===== config.mk =====
export PLATFORM = sky130hd
export DESIGN_NAME = scan_seq16
export DESIGN_NICKNAME = d
export VERILOG_FILES = /design/src/rtl/scan_seq16_pkg.sv /design/src/rtl/scan_seq16_dwell_timer.sv /design/src/rtl/scan_seq16.sv
export SDC_FILE = /design/constraint.sdc
export NUM_CORES = 1
export LEC_CHECK = 0
export CORE_UTILIZATION = 40
export DETAILED_ROUTE_END_ITERATION = 6
export PLACE_DENSITY = 0.61
export SLEW_MARGIN = 15
export SYNTH_ARGS = -nofsm -noshare
export SYNTH_HDL_FRONTEND = slang
export SYNTH_SLANG_ARGS = --single-unit

===== constraint.sdc =====
create_clock -name Clock -period 3.6 [get_ports Clock]
set_input_delay 0.54 -clock Clock [delete_from_list [all_inputs] [get_ports Clock]]
set_output_delay 0.54 -clock Clock [all_outputs]
set_load 0.005 [all_outputs]

===== src/rtl/scan_seq16_pkg.sv =====
// Shared encodings for the scan sequencer: scan patterns and FSM states.
package scan_seq16_pkg;

    localparam logic [1:0] MODE_UP     = 2'b00;
    localparam logic [1:0] MODE_DOWN   = 2'b01;
    localparam logic [1:0] MODE_BOUNCE = 2'b10;
    localparam logic [1:0] MODE_SINGLE = 2'b11;

    typedef enum logic {
        S_IDLE = 1'b0,
        S_RUN  = 1'b1
    } state_t;

    // First select value of a scan: down mode starts at the top position.
    function automatic logic [3:0] start_w(input logic [1:0] mode);
        return (mode == MODE_DOWN) ? 4'd15 : 4'd0;
    endfunction

endpackage


===== src/rtl/scan_seq16_dwell_timer.sv =====
// Loadable down-counter timing the dwell at each scan position.
// zero is high when the count has reached 0; the count then holds until reloaded.
module dwell_timer #(
    parameter int DIV_WIDTH = 16
) (
    input  logic                 Clock,
    input  logic                 Resetn,
    input  logic                 load,
    input  logic [DIV_WIDTH-1:0] val,
    output logic                 zero
);

    logic [DIV_WIDTH-1:0] r_cnt;

    // Load has priority over counting down; saturate at zero.
    always_ff @(posedge Clock or negedge Resetn) begin
        if (!Resetn) begin
            r_cnt <= '0;
        end else if (load) begin
            r_cnt <= val;
        end else if (r_cnt != '0) begin
            r_cnt <= r_cnt - 1'b1;
        end
    end

    assign zero = (r_cnt == '0);

endmodule


===== src/rtl/scan_seq16.sv =====
// Scan controller stepping the decoder select through 16 positions with a
// programmable dwell per position; up, down, bounce and single-shot patterns.
module scan_seq16
    import scan_seq16_pkg::*;
#(
    parameter int DIV_WIDTH = 16
) (
    input  logic                 Clock,
    input  logic                 Resetn,
    input  logic                 Start,
    input  logic                 Stop,
    input  logic [1:0]           Mode,
    input  logic [DIV_WIDTH-1:0] Div,
    output logic [3:0]           W,
    output logic                 En,
    output logic                 Busy,
    output logic                 Done
);

    state_t     r_state, w_state;
    logic [1:0] r_mode,  w_mode;
    logic [3:0] r_w,     w_w;
    logic       r_dir,   w_dir;
    logic       r_en,    w_en;
    logic       r_busy,  w_busy;
    logic       r_done,  w_done;
    logic       w_load;
    logic       w_zero;

    // Dwell counter: reloaded from the live Div at scan start and at each advance.
    dwell_timer #(.DIV_WIDTH(DIV_WIDTH)) u_dwell (
        .Clock  (Clock),
        .Resetn (Resetn),
        .load   (w_load),
        .val    (Div),
        .zero   (w_zero)
    );

    // State and registered outputs; everything reset asynchronously to idle.
    always_ff @(posedge Clock or negedge Resetn) begin
        if (!Resetn) begin
            r_state <= S_IDLE;
            r_mode  <= MODE_UP;
            r_w     <= 4'd0;
            r_dir   <= 1'b0;
            r_en    <= 1'b0;
            r_busy  <= 1'b0;
            r_done  <= 1'b0;
        end else begin
            r_state <= w_state;
            r_mode  <= w_mode;
            r_w     <= w_w;
            r_dir   <= w_dir;
            r_en    <= w_en;
            r_busy  <= w_busy;
            r_done  <= w_done;
        end
    end

    // Next-state, next-select and dwell reload decisions.
    always_comb begin
        w_state = r_state;
        w_mode  = r_mode;
        w_w     = r_w;
        w_dir   = r_dir;
        w_en    = r_en;
        w_busy  = r_busy;
        w_done  = 1'b0;
        w_load  = 1'b0;
        case (r_state)
            S_IDLE: begin
                w_w    = 4'd0;
                w_en   = 1'b0;
                w_busy = 1'b0;
                // Stop beats Start when both are high.
                if (Start && !Stop) begin
                    w_state = S_RUN;
                    w_mode  = Mode;
                    w_load  = 1'b1;
                    w_w     = start_w(Mode);
                    w_dir   = (Mode == MODE_DOWN);
                    w_en    = 1'b1;
                    w_busy  = 1'b1;
                end
            end
            S_RUN: begin
                if (Stop) begin
                    // Abort wins over everything, including single-shot completion.
                    w_state = S_IDLE;
                    w_w     = 4'd0;
                    w_en    = 1'b0;
                    w_busy  = 1'b0;
                end else if (w_zero) begin
                    w_load = 1'b1;
                    case (r_mode)
                        MODE_UP:   w_w = r_w + 4'd1;
                        MODE_DOWN: w_w = r_w - 4'd1;
                        MODE_BOUNCE: begin
                            // Turn around at either end without repeating the endpoint.
                            if (r_w == 4'd15) begin
                                w_dir = 1'b1;
                                w_w   = 4'd14;
                            end else if (r_w == 4'd0 && r_dir) begin
                                w_dir = 1'b0;
                                w_w   = 4'd1;
                            end else if (r_dir) begin
                                w_w = r_w - 4'd1;
                            end else begin
                                w_w = r_w + 4'd1;
                            end
                        end
                        default: begin
                            if (r_w == 4'd15) begin
                                w_state = S_IDLE;
                                w_load  = 1'b0;
                                w_w     = 4'd0;
                                w_en    = 1'b0;
                                w_busy  = 1'b0;
                                w_done  = 1'b1;
                            end else begin
                                w_w = r_w + 4'd1;
                            end
                        end
                    endcase
                end
            end
            default: begin
                w_state = S_IDLE;
                w_w     = 4'd0;
                w_en    = 1'b0;
                w_busy  = 1'b0;
            end
        endcase
    end

    assign W    = r_w;
    assign En   = r_en;
    assign Busy = r_busy;
    assign Done = r_done;

endmodule

Word-level counts from Yosys, hierarchy flattened:

Index checks and enable logic that the tools add are counted.

* register bits: 26
* latch bits: 0
* memory bits (writable): 0
* ROM bits: 0
* input bits: 22
* output and inout port bits: 7
* word-level logic and storage cells: 73
* memories: 0

* add/subtract/negate cells: 3
* multipliers: 0
* div/mod/pow operators: 0
* $lt $le $gt $ge: 0
* equality and inequality tests: 12
* shift-type cells: 0
* muxes and demuxes: 38
* bitwise logic cells: 1
* reductions and logical operators: 12

Operators by type and width (count)
* $mux 16: 2
* $mux 4: 8
* $mux 1: 22
* $logic_not 16->1: 1
* $reduce_bool 16->1: 1
* $sub 16x1->16 const B: 1
* $pmux 4 s3: 1
* $pmux 1 s2: 4
* $pmux 4 s2: 1
* $ne 3x2->1 const B: 2
* $reduce_and 5->1: 1
* $add 4x1->4 const B: 1
* $eq 2x1->1 const B: 2
* $eq 4x4->1 const B: 1
* $logic_not 4->1: 1
* $ne 2x1->1 const B: 2
* $ne 2x2->1 const B: 2
* $sub 4x1->4 const B: 1
* $ne 3x1->1 const B: 1
* $ne 3x3->1 const B: 1
* $reduce_and 3->1: 1
* $reduce_or 3->1: 1
* $eq 2x2->1 const B: 1
* $logic_and 1x1->1: 2
* other kinds (5): 5

Longest topological paths before layout:

* depth after elaboration: 8
* mapped depth: 8
* depth with buffers taken out: 7

Hierarchy:

A second synthesis with hierarchy kept.

* cell total of the unflattened synthesis: 203
* area, all modules: 1874.3 µm²

By module, submodules not included
* dwell_timer: instances 1, cells each 104, area each 1006.0 µm², seq. area each 400.4 µm²
* scan_seq16: instances 1, cells each 99, area each 868.3 µm², seq. area each 250.2 µm²

Least setup slack after synthesis:

OpenSTA, ideal clock, no wires.

* path type: reg-to-reg
* from: register r_w[0], in the netlist W[0]
* to: register r_dir
* setup time: 125 ps
* arrival time: 1859 ps
* required time: 3475 ps
* setup slack: 1616 ps
* cell stages (with the launch flop): 9
* path buffers: 1
* clock period less this slack: 1984 ps
* cell sequence: dfrtp_1 -> clkbuf_4 -> inv_1 -> ha_1 -> nor2b_1 -> and3_1 -> o21ai_0 -> o41ai_1 -> mux2_2

* longest elaborated chain between the ends: 6
* elaborated cells between the ends (all ways): 10
* those cells by class: 2 x eq/ne; 5 x mux; 3 x reduce/logical

RTL lines
* from (decl): line scan_seq16.sv:22 `logic [3:0] r_w, w_w;`
* from (signal assigned): line scan_seq16.sv:52 `r_w <= w_w;`
* $eq 4x4->1: line scan_seq16.sv:100 `if (r_w == 4'd15) begin`
* $mux 1: line scan_seq16.sv:100
* $mux 1: line scan_seq16.sv:95 `case (r_mode)`
* $mux 1: line scan_seq16.sv:93 `end else if (w_zero) begin`
* $mux 1: line scan_seq16.sv:87 `if (Stop) begin`
* $pmux 1 s2: line scan_seq16.sv:70 `case (r_state)`
* to (signal assigned): line scan_seq16.sv:53 `r_dir <= w_dir;`
* to (decl): line scan_seq16.sv:23 `logic r_dir, w_dir;`

Parallel ways exist; a longest one is shown, timed or not. The select of a mux whose other input is x is not followed.
A chain may end at the register's enable or synchronous reset.

Final worst setup path:

* from: register u_dwell.r_cnt[0]
* to: register r_w[2], in the netlist W[2]

* longest elaborated chain between the ends: 2

RTL lines
* from (decl): line scan_seq16_dwell_timer.sv:13 `logic [DIV_WIDTH-1:0] r_cnt;`
* from (signal assigned): line scan_seq16_dwell_timer.sv:20 `r_cnt <= val;`
* from (signal assigned): line scan_seq16_dwell_timer.sv:22 `r_cnt <= r_cnt - 1'b1;`
* $logic_not 16->1: line scan_seq16_dwell_timer.sv:26 `assign zero = (r_cnt == '0);`
* $ne 3x2->1 (no line)

No other way between the ends.

==> impl_metrics.yaml <==
pwr:
  p_per_area_nw_per_um2: 599
  ir_worst_vdd_v: 0.000308
  p_leak_nw: 0.867
  finalPower_w: 0.00132
outcome:
  violations: "design-rule violations"
  outcome: "finished, violations left"
place:
  gp_congestion: 0.869
  hpwl_um: 3340
  numPortBuffers: 28
  dpl_worst_slack_ns: 1.30
timing:
  rsz0062_at_grt: "no"
  clock_skew_ns: 0.00164
  setup_viol: 0
  fin_setup_tns_ns: 0
  tightest_slew_ns: 0.550
  fin_crit_sh_pct: 65.2
  clock.fmax_mhz: 426
  hold_slack_ns: 0.570
  relSlewSlack_pct: 63.2
  drv_slew: 0
  hold_violations: 0
  worst_slack_ns: 1.25
  period_needed_ns: 2.35
clocking:
  clk_latency_ns: 0.27
  cts_setup_buffers: 0
  cts_root_buffer: "clkbuf_8"
  path_clk_slew_ns: 0.09
  clockBufferDepth: 2
  clkSinkCount: 26
  holdBufCountCts: 0
  cts_tree: "yes"
  numCtsBuffers: 3
  post_cts_resized: 0
  htree_levels: 1
synth:
  ys_ff_latch: 26
  async_reset_ff_share_pct: 100
  synthCells: 214
  synth_warnings: 0
  synth_seq_area_share_pct: 34.7
  netlist_area_um2: 1880
  synthDistinctLibCells: 63
  synth_edf_count: 0
  syn-num-nets: 241
  syn-mean-instance-area_um2: 8.76
  synth_flop_cell: "dfrtp_1"
finish:
  diodes: 0
  layout.cells.most_common: "clkdlybuf4s50_1"
  utilization_pct: 49.7
  area_growth_pct: 17.7
  fill_cells: 454
  layout_common_cells: "clkdlybuf4s50_1 (28), nand2_1 (27), dfrtp_1 (26), o21ai_0 (18), a21oi_1 (12)"
  nNetsFinal: 266
  drive_above_1_share_pct: 10.5
drt:
  drc: 1
  vias: 1737
  post_drt_wl_per_cell_um: 15.8
  drt-total-wl_um: 4570
  dr.pass1.iters: 6
  viasPerCell: 5.99
  drtIter0Drc: 123
  antenna_left: 0
critical_path:
  end_kind: "flip-flop"
  path_cells: "inv_1 -> ha_1 -> nor4b_1 -> nand4_1 -> nand2_2 -> o21ai_2 -> o32a_1"
  required_ns: 3.76
  slowest_stage: "nand4_1"
  crit_fanout: 13
  cp_slowest_stage_delay_ns: 0.49
  reg2reg_depth: 7
  crit_type: "flip-flop to flip-flop"
  crit_path_start_kind: "flip-flop"
  critPathArrivalTime_ns: 2.51
global_routing:
  grt_usage_pct: 19.8
  grt_pass1_wl_um: 7780
  grt.overflow.total: 0
  grt_max_degree: 27
  grt_pass1_vias: 1528
  antenna_found_initial: 0
hold_path:
  hp-class: "flip-flop to flip-flop"
  hold_depth: 1
floorplanning:
  start_util_pct: 42.2
  fp.dieH_um: 70.5
  rows: 24
  fp.dieW_um: 70.5
  num_io_pins: 29
  core_um2: 4440
  die_area_um2: 4970
job:
  drv_cap: 0
## cells in the mapped netlist, types with 4 or more instances
cell     instances  share of area (%)
nor2_1           9                1.8
nor3_1           7                1.9
nand3_1          6                1.6
xnor2_1          5                2.3
inv_1            8                1.6
a31oi_1          4                1.3
dfrtp_1         26                 35
a21oi_1         12                3.2
o21ai_0         18                4.8
nand2_1         27                5.4
nor4_1           4                1.3
ha_1             5                3.3
## power breakdown
| part | leakage, nW | internal (W) | total [W] | switching (W) |
|---|---|---|---|---|
| Clock | 0.0288 | 0.0000978 | 0.000191 | 0.0000928 |
| Sequential | 0.318 | 0.000397 | 0.000588 | 0.000191 |
| Combinational | 0.521 | 0.000285 | 0.000544 | 0.000259 |
## area by class of cell
type,instances,area (um^2),area share [%]
Sequential cell,26,651,29.5
Clock buffer,4,55.1,2.49
Timing Repair Buffer,31,303,13.7
Multi-Input combinational cell,169,1100,50.0
Tap cell,52,65.1,2.95
Inverter,8,30.0,1.36
## worst max-delay path: cells and delay by family, from the launching register on
| family | cells | cell delay, ns |
|---|---|---|
| DFF | 1 | 0.43 |
| and+or+nand+nor | 3 | 1.06 |
| adders and majority gates | 1 | 0.17 |
| buffers and inverters | 1 | 0.10 |
| AOI/OAI and AO/OA | 2 | 0.47 |
## final timing paths
| path | to | slack (ns) | from |
|---|---|---|---|
| worst max register to register | W[2] | 1.25 | u_dwell.r_cnt[0] |
| worst min register to register | u_dwell.r_cnt[0] | 0.57 | u_dwell.r_cnt[0] |
| max in group asynchronous | W[3] | 2.71 | Resetn |
| worst min-delay path | u_dwell.r_cnt[0] | 0.57 | u_dwell.r_cnt[0] |
| min in group asynchronous | u_dwell.r_cnt[10] | 0.63 | Resetn |
| worst max-delay path | W[2] | 1.25 | u_dwell.r_cnt[0] |
## state kept, by name, summed over array words and instances (netlist names)
name,cells
W,4
r_mode,2
Busy,1
r_state,1
u_dwell.r_cnt,16
r_dir,1
Done,1
## layer usage
layer | vias to the layer above | global-route usage (%) | part of all wire [%]
met5 | - | 0 | 0
met4 | 0 | 5.44 | 0.96
met3 | 4 | 3.17 | 5.3
met2 | 53 | 28.7 | 42
met1 | 827 | 30.2 | 52
li1 | 853 | - | -
## stage by stage
step | instances | instance area (um^2)
2_1_floorplan | 214 | 1880
3_3_place_gp | 286 | 2150
3_5_place_dp | 286 | 2150
4_1_cts | 290 | 2210
5_1_grt | 290 | 2210
6_report | 290 | 2210
## logic make-up after synthesis
group / count (synthesis) / share of synthesized area (%)
compound gates: 71 / 26.1
xor+xnor: 8 / 3.74
fa+ha+maj: 5 / 3.34
buf+inv: 19 / 6.40
flops: 26 / 34.7
mux: 1 / 0.600
simple gates: 84 / 25.2
No activity file was read; power rests on OpenSTA's default activity.
